===== config.mk =====
export PLATFORM = sky130hd
export DESIGN_NAME = opensync_protocol_encapsulate
export DESIGN_NICKNAME = d
export VERILOG_FILES = /design/src/rtl/opensync_protocol_encapsulate.sv
export SDC_FILE = /design/constraint.sdc
export NUM_CORES = 1
export LEC_CHECK = 0
export ABC_CLOCK_PERIOD_IN_PS = 3800
export BUFFER_PORTS_ARGS = -buffer_cell sky130_fd_sc_hd__buf_2
export CORE_MARGIN = 4
export CORE_UTILIZATION = 45
export DETAILED_ROUTE_END_ITERATION = 10
export REMOVE_ABC_BUFFERS = 1
export SYNTH_ARGS = -nofsm -noshare
export SYNTH_HDL_FRONTEND = slang
export SYNTH_SLANG_ARGS = --single-unit

===== constraint.sdc =====
create_clock -name i_clk -period 3.8 [get_ports i_clk]
set_clock_uncertainty 0.2 [all_clocks]
set_input_delay 0.19 -clock i_clk [delete_from_list [all_inputs] [get_ports i_clk]]
set_output_delay 0.19 -clock i_clk [all_outputs]
set_load 0.05 [all_outputs]

===== src/rtl/opensync_protocol_encapsulate.sv =====
// rtl/opensync_protocol_encapsulate.sv - OpenSync header encapsulator for the 1G MAC TX byte path
//
// Wraps selected frames in a 32-byte OpenSync header that carries a 64-bit time value.
// All other frames are forwarded unchanged.
//
// Every input byte runs through a 32-stage shift line plus a registered tap, so it
// leaves 33 cycles after it arrived. The header is sent in the 32 cycles before the
// first delayed data byte, which means no back-pressure is needed.
//
// Optional build macro: OPENSYNC_ENCAP_CNT_EN adds ov_encap_cnt / ov_err_cnt.
//
// Ports:
//   i_clk, i_rst_n     clock, asynchronous active-low reset
//   iv_data, i_data_wr input frame bytes; a frame is a contiguous run of i_data_wr=1
//   i_encap_req        sampled at start of frame: 1 = encapsulate this frame
//   iv_time            sampled at start of frame: time placed in header bytes 24..31
//   ov_data, o_data_wr output byte stream
//   o_encap_err        1-cycle pulse: encapsulation refused, frame sent plain
//   ov_encap_cnt       (optional) count of encapsulated frames
//   ov_err_cnt         (optional) count of refused requests
module opensync_protocol_encapsulate #(
    parameter logic [47:0] DMAC     = 48'h0180_C200_000E,
    parameter logic [47:0] SMAC     = 48'h0000_0000_0001,
    parameter logic [7:0]  MSG_TYPE = 8'h06,
    parameter logic [7:0]  SUB_TYPE = 8'h03
) (
    input  logic        i_clk,
    input  logic        i_rst_n,
    input  logic [7:0]  iv_data,
    input  logic        i_data_wr,
    input  logic        i_encap_req,
    input  logic [63:0] iv_time,
    output logic [7:0]  ov_data,
    output logic        o_data_wr,
    output logic        o_encap_err
`ifdef OPENSYNC_ENCAP_CNT_EN
    ,
    output logic [15:0] ov_encap_cnt,
    output logic [15:0] ov_err_cnt
`endif
);

    localparam int DEPTH = 32;

    typedef enum logic [1:0] {
        IDLE_S   = 2'd0,
        HEADER_S = 2'd1,
        TRAN_S   = 2'd2
    } state_t;

    state_t       state_q;
    logic [7:0]   dl_data_q [DEPTH];
    logic [DEPTH-1:0] dl_vld_q;
    logic         tap_vld_q;
    logic         wr_prev_q;
    logic [4:0]   cnt_q;
    logic [63:0]  time_q;
    logic [7:0]   data_q;
    logic         data_wr_q;
    logic         err_q;

    logic         sof;
    logic         line_busy;
    logic         accept;
    logic         refuse;
    logic [255:0] hdr_vec;
    logic [7:0]   hdr_base;

    assign sof       = i_data_wr & ~wr_prev_q;
    // The registered tap counts as the last delay stage: a frame is still in flight
    // until its final byte has left the tap.
    assign line_busy = (|dl_vld_q) | tap_vld_q;
    assign accept    = sof & i_encap_req & (state_q == IDLE_S) & ~line_busy;
    assign refuse    = sof & i_encap_req & ~accept;

    assign hdr_vec  = {DMAC, SMAC, 16'hFF01, MSG_TYPE, SUB_TYPE, 64'h0, time_q};
    assign hdr_base = 8'd255 - {cnt_q, 3'b000};

    assign ov_data     = data_q;
    assign o_data_wr   = data_wr_q;
    assign o_encap_err = err_q;

    always_ff @(posedge i_clk or negedge i_rst_n) begin
        if (!i_rst_n) begin
            state_q   <= IDLE_S;
            for (int i = 0; i < DEPTH; i++) dl_data_q[i] <= 8'h00;
            dl_vld_q  <= '0;
            tap_vld_q <= 1'b0;
            wr_prev_q <= 1'b0;
            cnt_q     <= 5'd0;
            time_q    <= 64'h0;
            data_q    <= 8'h00;
            data_wr_q <= 1'b0;
            err_q     <= 1'b0;
        end else begin
            wr_prev_q    <= i_data_wr;
            // Idle slots carry zero data so the output is 0 whenever o_data_wr=0.
            dl_data_q[0] <= i_data_wr ? iv_data : 8'h00;
            for (int i = 1; i < DEPTH; i++) dl_data_q[i] <= dl_data_q[i-1];
            dl_vld_q     <= {dl_vld_q[DEPTH-2:0], i_data_wr};
            tap_vld_q    <= dl_vld_q[DEPTH-1];
            err_q        <= refuse;

            case (state_q)
                IDLE_S: begin
                    if (accept) begin
                        // Header byte 0 goes out now; cnt_q indexes the next byte.
                        state_q   <= HEADER_S;
                        time_q    <= iv_time;
                        cnt_q     <= 5'd1;
                        data_q    <= DMAC[47:40];
                        data_wr_q <= 1'b1;
                    end else begin
                        data_q    <= dl_data_q[DEPTH-1];
                        data_wr_q <= dl_vld_q[DEPTH-1];
                    end
                end
                HEADER_S: begin
                    data_q    <= hdr_vec[hdr_base -: 8];
                    data_wr_q <= 1'b1;
                    cnt_q     <= cnt_q + 5'd1;
                    if (cnt_q == 5'd31) state_q <= TRAN_S;
                end
                TRAN_S: begin
                    data_q    <= dl_data_q[DEPTH-1];
                    data_wr_q <= dl_vld_q[DEPTH-1];
                    if (!dl_vld_q[DEPTH-1]) state_q <= IDLE_S;
                end
                default: begin
                    state_q   <= IDLE_S;
                    data_q    <= 8'h00;
                    data_wr_q <= 1'b0;
                end
            endcase
        end
    end

`ifdef OPENSYNC_ENCAP_CNT_EN
    logic [15:0] encap_cnt_q;
    logic [15:0] err_cnt_q;

    always_ff @(posedge i_clk or negedge i_rst_n) begin
        if (!i_rst_n) begin
            encap_cnt_q <= 16'h0;
            err_cnt_q   <= 16'h0;
        end else begin
            if (accept) encap_cnt_q <= encap_cnt_q + 16'h1;
            if (refuse) err_cnt_q   <= err_cnt_q + 16'h1;
        end
    end

    assign ov_encap_cnt = encap_cnt_q;
    assign ov_err_cnt   = err_cnt_q;
`endif

endmodule


==> results of run 1 <==
path summary, 6_finish.rpt:
path,startpoint,end,slack [ps],cells after the start
max,state_q[0],time_q[17],1100,5
min,dl_data_q[97],dl_data_q[89],140,0
max reg2reg,state_q[0],time_q[17],1100,5
min reg2reg,dl_data_q[97],dl_data_q[89],140,0
max in group asynchronous,i_rst_n,dl_data_q[216],2260,3
min in group asynchronous,i_rst_n,time_q[56],150,2
registers in the layout, summed over array words and instances, names as in the netlist:
| signal | cells |
|---|---|
| tap_vld_q | 1 |
| dl_data_q | 256 |
| o_data_wr | 1 |
| dl_vld_q | 32 |
| cnt_q | 5 |
| time_q | 64 |
| state_q | 2 |
| o_encap_err | 1 |
| ov_data | 8 |
metal layers:
| metal | track usage, % | vias up |
|---|---|---|
| li1 | - | 2439 |
| met3 | 3.26 | 39 |
| met1 | 19.7 | 2823 |
| met4 | 5.20 | 0 |
| met5 | 0 | - |
| met2 | 21.9 | 117 |
power groups by stage:
stage,combinational [W],sequential [W],clock [W]
after floorplan,0.000254,0.00437,0
after global placement,0.000547,0.00433,0
after detailed placement,0.000559,0.00433,0
after CTS,0.000623,0.00427,0.00346
after global routing,0.000683,0.00429,0.00362
final,0.000613,0.00426,0.00333
cell usage in the layout (no fill, tap or decap), types with 4 or more instances in the layout:
cell and count:
dfrtp_1 370, buf_2 84, dlygate4sd3_1 79, mux2_2 60
clkbuf_16 37, mux2i_1 20, inv_1 12, nand2_1 11
nor4_1 10, and2_1 9, clkbuf_1 9, a21oi_1 8
clkinv_2 8, mux4_2 6, o31ai_1 6, nor2_1 5
nor2b_1 5, a22oi_1 5, mux2_4 5, ha_1 5
clkinvlp_4 5, nand3_1 4, and3_1 4, clkbuf_8 4
buf_12 4
through the flow:
stage | setup slack (ps) | std cells | hold slack (ps) | utilization, % | instance area [um2]
finish | 1100 | 1144 | 144 | 57.2 | 14000
detailed placement | 1090 | 999 | 118 | 49.3 | 12100
floorplan | 235 | 583 | -306 | - | 11100
global route | 941 | 1144 | 151 | 57.2 | 14000
global placement | 1170 | 999 | 94.9 | 49.3 | 12100
CTS | 1090 | 1143 | 140 | 57.2 | 14000
area by class of cell:
class / count / area, um2 / share of cell area [%]
clock inverters: 15 / 124 / 0.885
flip-flops and latches: 370 / 9260 / 66.1
inverters: 12 / 45.0 / 0.322
clock buffers: 50 / 1010 / 7.25
multi-input cells: 201 / 1820 / 13.0
diodes: 1 / 2.50 / 0.0179
well taps: 324 / 405 / 2.89
repair buffers: 171 / 1330 / 9.49
repair_timing:
| action | in CTS | in global routing |
|---|---|---|
| hold buffers | 79 | 0 |
| setup endpoints to repair | 0 | 0 |
| endpoints found under the hold margin | 180 | 0 |
kinds of logic (layout without fill, tap and decap cells):
kind of cell / count (synthesis) / in the layout / synth area share (%)
muxes: 92 / 92 / 9.76
AOI/OAI and AO/OA: 42 / 42 / 2.68
adders and majority gates: 5 / 5 / 0.556
DFF: 370 / 370 / 82.4
xor gates and xnor gates: 3 / 3 / 0.234
and+or+nand+nor: 59 / 59 / 2.99
buffers and inverters: 31 / 248 / 1.41
other: 0 / 1 / 0
==> run summary, run 1 <==
Status = finished clean
Startpoint types = flip-flop
Vias in the first global route = 6077
Yosys cell types = 47
P_int = 0.00630 W
Warnings from Yosys = 0
Total power = 0.00821 W
Biggest area consumer among synthesized cells = dfrtp_1
CP Capture Type = flip-flop
Nets = 873
Post-layout minimum cycle time = 2700 ps
Maximum vdd drop = 0.387 mV
Total CTS buffers = 36
Share of layout cells above drive strength 1 = 27.0%
Slew @ Worst Pin = 826 ps
WP buf/inv = 1
Clk_lat worst skew = 520 ps
Slew HR = 44.9%
DRT iter0 DRCs = 346
Share of the synthesized area in the top cell type = 82.4%
Setup bufs post-CTS = 0
Met3 WL = 902 um
Max Freq = 371 MHz
FP Rows = 57
CTS tree = yes
Final WL = 18.6 mm
Starting Density = 46.0%
Tcrit/Tclk final = 70.9%
Max-slew violations = 0
Clock Pin Slew Worst Setup and Hold Paths = 60 ps
PD cells = 586 nW/um2
Prevailing post-synth register cell = dfrtp_1
Worst path slowest cell = dfrtp_1
CTS max path bufs = 3
Sw frac = 23.2%
DRT Pass-1 Iters = 5
Chip Height = 166 um
Final setup fails = 0
Antenna violations before repair = 1
HPWL Detailed = 10.7 mm
Post-DRT Antenna Nets = 0
Vias per cell = 4.74
First-pass GRT wire length = 31.9 mm
Vias = 5418
EDFF count, synth = 0
Min-Delay Path Class = flip-flop to flip-flop
DIE AREA = 27600 um2
H-tree depth = 2
Top Layer Used = met4
WL/cell = 16.2 um
Drt drc = 0
Area contributors post-synth = dfrtp_1 82%, mux2_2 6.0%, mux2i_1 1.8%
Synth-to-Final Area Change = 24.6%
GRT Residual Overflow = 0
FILL cells = 1845
Crit-path max FO = 69
Largest net degree at the start of global routing = 110
Syn Inst Count = 602
MaxCap Viol Count = 0
Crit path max-delay family = simple AND/OR/NAND/NOR gates
RSZ-0062 raised after global routing = false
Mapped cell area = 11200 um2
Core area = 24500 um2
Comb pwr share = 7.5%
Critical Path RT = 3990 ps
Met1 Wirelength = 8.27 mm
Synth cell count leaders = 370 x dfrtp_1, 60 x mux2_2, 20 x mux2i_1
Critical path arrival = 2890 ps
Leak Pwr = 6.83 nW
Port Buffers = 85
Most common cell in the netlist = dfrtp_1
Post_cts resized = 0
Met2 Wirelength = 8.88 mm
Slowest stage delay, CP = 530 ps
#FFs+latches synth = 370
Ys async rst share = 100%
TritonCTS Sinks = 370
Setup CP Type = flip-flop to flip-flop
Die W = 166 um
Root buffer cell = clkbuf_16
Setup TNS = 0 ps
Post-synthesis sequential area ratio = 82.4%
Syn_area_per_cell = 18.7 um2
GRT Total Usage = 14.1%
Sequential share of power = 51.9%
Boundary pin count = 86
CP Cell Sequence = nor4_1 > nand4_1 > nor3_4 > buf_12 > mux2_2
GPL Wtd Cong = 0.807
P_sw = 0.00191 W
Clock power share = 40.6%
Final Hold Vio Count = 0
Note: power is estimated with default switching activity, not from simulation.
==> run 2: changes to the inputs <==
ABC_AREA = 1   (was default)
ABC_CLOCK_PERIOD_IN_PS = 2500   (was 3800)
clock period = 2.5 ns   (was 3.8 ns; I/O delays follow)
==> run 2 against run 1 <==
Net effect: clock power is 66% higher; first-iteration DRC count is 36% higher; area after synthesis is 3.0% higher; synthesized cell count is 44% higher; sequential power is 49% higher; wire length is 6.8% higher; final area is 2.9% higher; cell count is 24% higher; largest cell class unchanged; largest power group unchanged.
==> run summary, run 2 <==
Leak Pwr = 7.33 nW (+7.3%)
Post_cts resized = 0 (unchanged)
Crit path max-delay family = simple AND/OR/NAND/NOR gates
#FFs+latches synth = 370 (unchanged)
Vias in the first global route = 6987 (+15%)
Largest net degree at the start of global routing = 89 (-19%)
Final Core Density = 57.1% (-0.17 points)
Max Freq = 534 MHz (+44%)
Hold_buf cts = 84 (+6.3%)
Design Area, Final = 14400 um2 (+2.9%)
RSZ-0062 raised after global routing = false
Maximum vdd drop = 0.736 mV (+90%)
DRT iter0 DRCs = 470 (+36%)
Slew HR = 66.4% (+22 points)
Setup CP Type = flip-flop to flip-flop
Most common cell in the netlist = dfrtp_1
CTS tree = yes
Tcrit/Tclk final = 74.9% (+4.0 points)
CP Cell Sequence = buf_4 > nand2_1 > or2_2 > nand4_1 > nand3_1 > nand2_1 > nand2_1
Reg2reg setup slack = 630 ps (-480 ps)
Reg2Reg Depth = 7 (+2)
P_int = 0.00997 W (+58%)
Vias per cell = 4.62 (-2.5%)
Reg2reg end = ov_data[1]
Crit. path cell count = 7 (+2)
Share of the synthesized area in the top cell type = 80.0% (-2.4 points)
Vias = 6523 (+20%)
Crit-path max FO = 41 (-41%)
Yosys cell types = 29 (-38%)
Share of layout cells above drive strength 1 = 18.3% (-8.7 points)
TritonCTS Sinks = 370 (unchanged)
Startpoint types = flip-flop
Slowest stage delay, CP = 390 ps (-140 ps)
Commonest non-fill, non-tap cell in the layout = dfrtp_1
Mapped cell area = 11600 um2 (+3.0%)
Sw frac = 22.4% (-0.80 points)
Die W = 168 um (+1.4%)
Setup TNS = 0 ps (unchanged)
Prevailing post-synth register cell = dfrtp_1
Most frequent CP cell = nand2_1
GRT Residual Overflow = 0 (unchanged)
Comb pwr share = 7.5% (about the same)
Starting Density = 45.8% (-0.12 points)
EDFF count, synth = 0 (unchanged)
Post-layout minimum cycle time = 1870 ps (-822 ps)
Met1 Wirelength = 9.15 mm (+11%)
Clock power share = 43.0% (+2.4 points)
Setup bufs post-CTS = 0 (unchanged)
Drt drc = 0 (unchanged)
PD cells = 892 nW/um2 (+52%)
FP Rows = 58 (+1.8%)
Critical path arrival = 2060 ps (-830 ps)
Slew @ Worst Pin = 503 ps (-323 ps)
H-tree depth = 2 (unchanged)
ANT cells = 0 (-1)
Largest regs = dl_data_q (256), time_q (64), dl_vld_q (32)
Boundary pin count = 86 (unchanged)
GPL Wtd Cong = 0.862 (+6.8%)
Syn_area_per_cell = 13.3 um2 (-29%)
Most flops, register = dl_data_q
HPWL Detailed = 11.1 mm (+4.1%)
Port Buffers = 85 (unchanged)
GRT Total Usage = 14.9% (+0.82 points)
Sequential share of power = 49.5% (-2.4 points)
Top Layer Used = met4
Status = finished clean
Placed instance area = 12300 um2 (+2.1%)
First-pass GRT wire length = 34.5 mm (+8.1%)
Max-slew violations = 0 (unchanged)
Post-synthesis sequential area ratio = 80.0% (-2.4 points)
Clock Pin Slew Worst Setup and Hold Paths = 60 ps (about the same)
Synth cell count leaders = 370 x dfrtp_1, 256 x nand2_1, 47 x nor2_1
Syn Inst Count = 869 (+44%)
Area contributors post-synth = dfrtp_1 80%, nand2_1 8.3%, nand3_1 1.8%
Total CTS buffers = 37 (+2.8%)
CTS max path bufs = 3 (unchanged)
WP buf/inv = 1 (unchanged)
Largest register FFs = 256 (unchanged)
Min-Delay Path Class = input port to async pin
Critical Path RT = 2690 ps (-1300 ps)
Met2 Wirelength = 9.02 mm (+1.6%)
MaxCap Viol Count = 0 (unchanged)
WL/cell = 14.0 um (-14%)
DRT Pass-1 Iters = 5 (unchanged)
Worst path slowest cell = buf_4
Antenna violations before repair = 0 (-1)
Final setup fails = 0 (unchanged)
Clk_lat worst skew = 520 ps (about the same)
Nets = 1140 (+31%)
Synth-to-Final Area Change = 24.5% (about the same)
Core area = 25300 um2 (+3.2%)
Crit path to = ov_data[1]
Final Hold Vio Count = 0 (unchanged)
Reg2reg start = cnt_q[0]
Biggest area consumer among synthesized cells = dfrtp_1
Most frequent cells in the layout = 370 x dfrtp_1, 256 x nand2_1, 84 x buf_2, 83 x dlygate4sd3_1, 47 x nor2_1
Chip Height = 168 um (+1.4%)
Warnings from Yosys = 0 (unchanged)
CP Launch Point = cnt_q[0]
Post-DRT Antenna Nets = 0 (unchanged)
Final WL = 19.8 mm (+6.8%)
Met3 WL = 1.09 mm (+21%)
CP Capture Type = flip-flop
Ys async rst share = 100% (unchanged)
DIE AREA = 28400 um2 (+2.8%)
P_sw = 0.00288 W (+51%)
Root buffer cell = clkbuf_16
[run 2: cell types whose count changed in the layout (fill, tap and decap cells not counted), sizes merged, moves of 9 or more]
| cell | previous run | this run |
|---|---|---|
| nor4 | 10 | 0 |
| nor2 | 5 | 50 |
| mux2 | 66 | 0 |
| and2 | 9 | 0 |
| nand2 | 11 | 289 |
| mux2i | 20 | 0 |
| o21ai | 3 | 22 |
| inv | 12 | 37 |
| nand3 | 4 | 43 |
[run 2: worst min-delay path by stage]
stage | startpoint | slack [ps] | cells past startpoint | to
2_1_floorplan | i_rst_n | -370 | 0 | cnt_q[0]
3_5_place_dp | i_rst_n | -140 | 1 | time_q[48]
6_report | i_rst_n | 40 | 3 | time_q[48]
3_3_place_gp | i_rst_n | -140 | 1 | time_q[40]
4_1_cts | i_rst_n | 40 | 3 | time_q[48]
5_1_grt | i_rst_n | 50 | 3 | time_q[12]
[run 2: through the flow]
stage / cells / power (W) / hold slack (ps) / setup WS, ps
3_5_place_dp: 1266 / 0.00734 / -140 / 637
2_1_floorplan: 840 / 0.00690 / -371 / 141
6_report: 1413 / 0.0129 / 43.4 / 626
3_3_place_gp: 1266 / 0.00732 / -140 / 692
5_1_grt: 1413 / 0.0135 / 51.3 / 428
4_1_cts: 1413 / 0.0130 / 42.3 / 617
[run 2: cells by family after synthesis]
logic type | count (synthesis) | share of synthesized area (%)
simple gates | 392 | 14.4
xor+xnor | 1 | 0.0757
buf+inv | 64 | 3.24
flops | 370 | 80.0
compound gates | 37 | 1.80
fa+ha+maj | 5 | 0.540
[run 2: area by class of cell]
class	count	area (um2)
Timing Repair Buffer	180	1430
Clock buffer	48	1040
Fill cell	2029	10800
Inverter	35	131
Tap cell	330	413
Sequential cell	370	9260
Multi-Input combinational cell	435	1940
Clock inverter	15	200
[run 2: power groups by stage]
| stage | Sequential (W) | Clock, W | Combinational, W |
|---|---|---|---|
| floorplan | 0.00654 | 0 | 0.000363 |
| global placement | 0.00646 | 0 | 0.000856 |
| detailed placement | 0.00647 | 0 | 0.000868 |
| CTS | 0.00637 | 0.00570 | 0.000974 |
| global route | 0.00639 | 0.00597 | 0.00110 |
| finish | 0.00636 | 0.00552 | 0.000965 |
[run 2: tightest hold or removal path, cell delays in order]
cell	delay, ps
dlygate4sd3_1	560
buf_8	180
buf_12	250
[run 2: routing by layer]
| metal | global-route usage [%] | vias to the layer above |
|---|---|---|
| li1 | - | 3079 |
| met1 | 21.3 | 3227 |
| met2 | 22.8 | 174 |
| met3 | 3.26 | 43 |
| met4 | 5.47 | 0 |
| met5 | 0 | - |
==> run 3: changes to the inputs <==
ABC_CLOCK_PERIOD_IN_PS = 1800   (was 2500)
clock period = 1.8 ns   (was 2.5 ns; I/O delays follow)
==> run 3 against run 2 <==
Net effect: worst hold slack better by 70 ps; critical endpoint is now time_q[62]; global-route usage up 0.58 points; maximum frequency up 6.9%; setup slack worse by 580 ps; sequential share of layout area down 2.4 points; power up 44%; final area up 3.9%; largest cell class unchanged; highest routed layer unchanged.
==> run summary, run 3 (synthesized netlist as in run 2, its figures left out) <==
Clk_lat worst skew = 520 ps (about the same)
ANT cells = 0 (unchanged)
DRT Pass-1 Iters = 4 (-1)
Crit-path max FO = 20 (-51%)
DRT iter0 DRCs = 553 (+18%)
Nets = 1170 (+2.6%)
Synth-to-Final Area Change = 29.3%
Clock Pin Slew Worst Setup and Hold Paths = 60 ps (about the same)
Boundary pin count = 86 (unchanged)
DIE AREA = 28400 um2 (unchanged)
Slew HR = 66.9% (+0.43 points)
H-tree depth = 2 (unchanged)
CTS tree = yes
Maximum vdd drop = 0.929 mV (+26%)
Final WL = 21.7 mm (+9.3%)
Final Core Density = 59.3% (+2.2 points)
Largest register FFs = 256 (unchanged)
Largest regs = dl_data_q (256), time_q (64), dl_vld_q (32)
DP Worst Slack = 17.2 ps (-620 ps)
Largest net degree at the start of global routing = 75 (-16%)
FP Rows = 58 (unchanged)
CTS max path bufs = 3 (unchanged)
GPL Wtd Cong = 0.868 (+0.75%)
CP Capture Type = flip-flop
Startpoint types = flip-flop
Vias per cell = 4.62 (+0.11%)
Post-layout minimum cycle time = 1750 ps (-120 ps)
Root buffer cell = clkbuf_16
CP Cell Sequence = nor2_2 > nand2_2 > nor2_4 > nand3_4 > nor2_4 > buf_12 > buf_12 > nand2_1 > nand2_1
Non-Filler Instances = 1447 (+2.4%)
Final Hold Vio Count = 0 (unchanged)
Die W = 168 um (unchanged)
Max Freq = 570 MHz (+6.9%)
Min-Delay Path Class = input port to flip-flop
WL/cell = 15.0 um (+6.8%)
Worst path slowest cell = dfrtp_1
Commonest non-fill, non-tap cell in the layout = dfrtp_1
Most flops, register = dl_data_q
Critical path arrival = 2010 ps (-50 ps)
FILL cells = 1950 (-3.9%)
Starting Density = 45.8% (unchanged)
Slowest stage delay, CP = 410 ps (+20 ps)
Drt drc = 0 (unchanged)
Final setup fails = 0 (unchanged)
Post-DRT Antenna Nets = 0 (unchanged)
Status = finished clean
Core area = 25300 um2 (unchanged)
Total CTS buffers = 38 (+2.7%)
Port Buffers = 85 (unchanged)
Tcrit/Tclk final = 97.4% (+22 points)
GRT Total Usage = 15.5% (+0.58 points)
Leak Pwr = 7.57 nW (+3.3%)
Worst setup slack after layout = 46.5 ps (-580 ps)
First-pass GRT wire length = 35.8 mm (+3.8%)
Vias in the first global route = 7092 (+1.5%)
Hold_ws = 113 ps (+69.7 ps)
WP buf/inv = 2 (+1)
Most frequent cells in the layout = 368 x dfrtp_1, 249 x nand2_1, 84 x dlygate4sd3_1, 84 x buf_2, 42 x clkbuf_16
Max-slew violations = 0 (unchanged)
GRT Residual Overflow = 0 (unchanged)
Antenna violations before repair = 0 (unchanged)
Critical Path RT = 2060 ps (-630 ps)
Vias = 6687 (+2.5%)
MaxCap Viol Count = 0 (unchanged)
RSZ-0062 raised after global routing = true
Setup CP Type = flip-flop to flip-flop
Crit path max-delay family = simple AND/OR/NAND/NOR gates
Chip Height = 168 um (unchanged)
Setup TNS = 0 ps (unchanged)
HPWL Detailed = 12.1 mm (+9.0%)
Slew @ Worst Pin = 497 ps (-6.19 ps)
Share of layout cells above drive strength 1 = 22.8% (+4.5 points)
TritonCTS Sinks = 370 (unchanged)
Placed Cells = 1284 (+1.4%)
PD cells = 1240 nW/um2 (+39%)
## run 3: changes by cell type in the layout (fill, tap and decap cells not counted), sizes merged
| cell | delta |
|---|---|
| clkinv | +1 |
| buf | +25 |
| clkbuf | +7 |
| dlygate4sd3 | +1 |
## run 3: layout make-up
type | instances | area [um2] | share of cell area, %
Inverter | 35 | 134 | 0.894
Clock inverter | 16 | 220 | 1.47
Clock buffer | 52 | 1090 | 7.31
Timing Repair Buffer | 209 | 1800 | 12.0
Tap cell | 330 | 413 | 2.76
Multi-Input combinational cell | 435 | 2050 | 13.7
Sequential cell | 370 | 9260 | 61.9
## run 3: what timing repair did
action,CTS,global route
setup endpoints to repair,9,76
buffers inserted,0,6
gates cloned,0,5
pin swaps,1,9
endpoints found under the hold margin,445,0
hold buffers,84,0
gates resized for setup,3,40
## run 3: path summary, 6_finish.rpt
path | from | end | slack [ps] | cells after the start
max reg2reg | state_q[0] | time_q[62] | 50 | 9
max | state_q[0] | time_q[62] | 50 | 9
max in group asynchronous | i_rst_n | dl_data_q[163] | 180 | 4
min | iv_time[40] | time_q[40] | 110 | 4
min in group asynchronous | i_rst_n | time_q[48] | 430 | 3
min reg2reg | dl_data_q[147] | dl_data_q[139] | 130 | 0
## run 3: where the power goes
group	switching [W]	internal, W	total, W
Sequential	0.000155	0.00870	0.00886
Combinational	0.000967	0.000682	0.00165
Clock	0.00314	0.00489	0.00803
## run 3: metrics by stage
step                      power (W)  cell area [um2]
after global placement       0.0104            12500
after CTS                    0.0187            14700
after global routing         0.0193            15000
final                        0.0185            15000
after floorplan             0.00958            11300
after detailed placement     0.0104            12500
## run 3: per-layer routing
metal  GRT usage [%]  routed length (um)  vias to the layer above  share of wire [%]
met1            22.0                9570                     3347                 44
met5               0                   0                        -                  0
li1                -                   -                     3142                  -
met3            3.40                1160                       38                5.4
met2            24.4               10500                      160                 48
met4            4.52                 459                        0                2.1
## run 3: tightest hold or removal path: stages
cell and delay, ps:
dlygate4sd3_1 520, buf_2 100, nand2_1 40, nand2_1 50
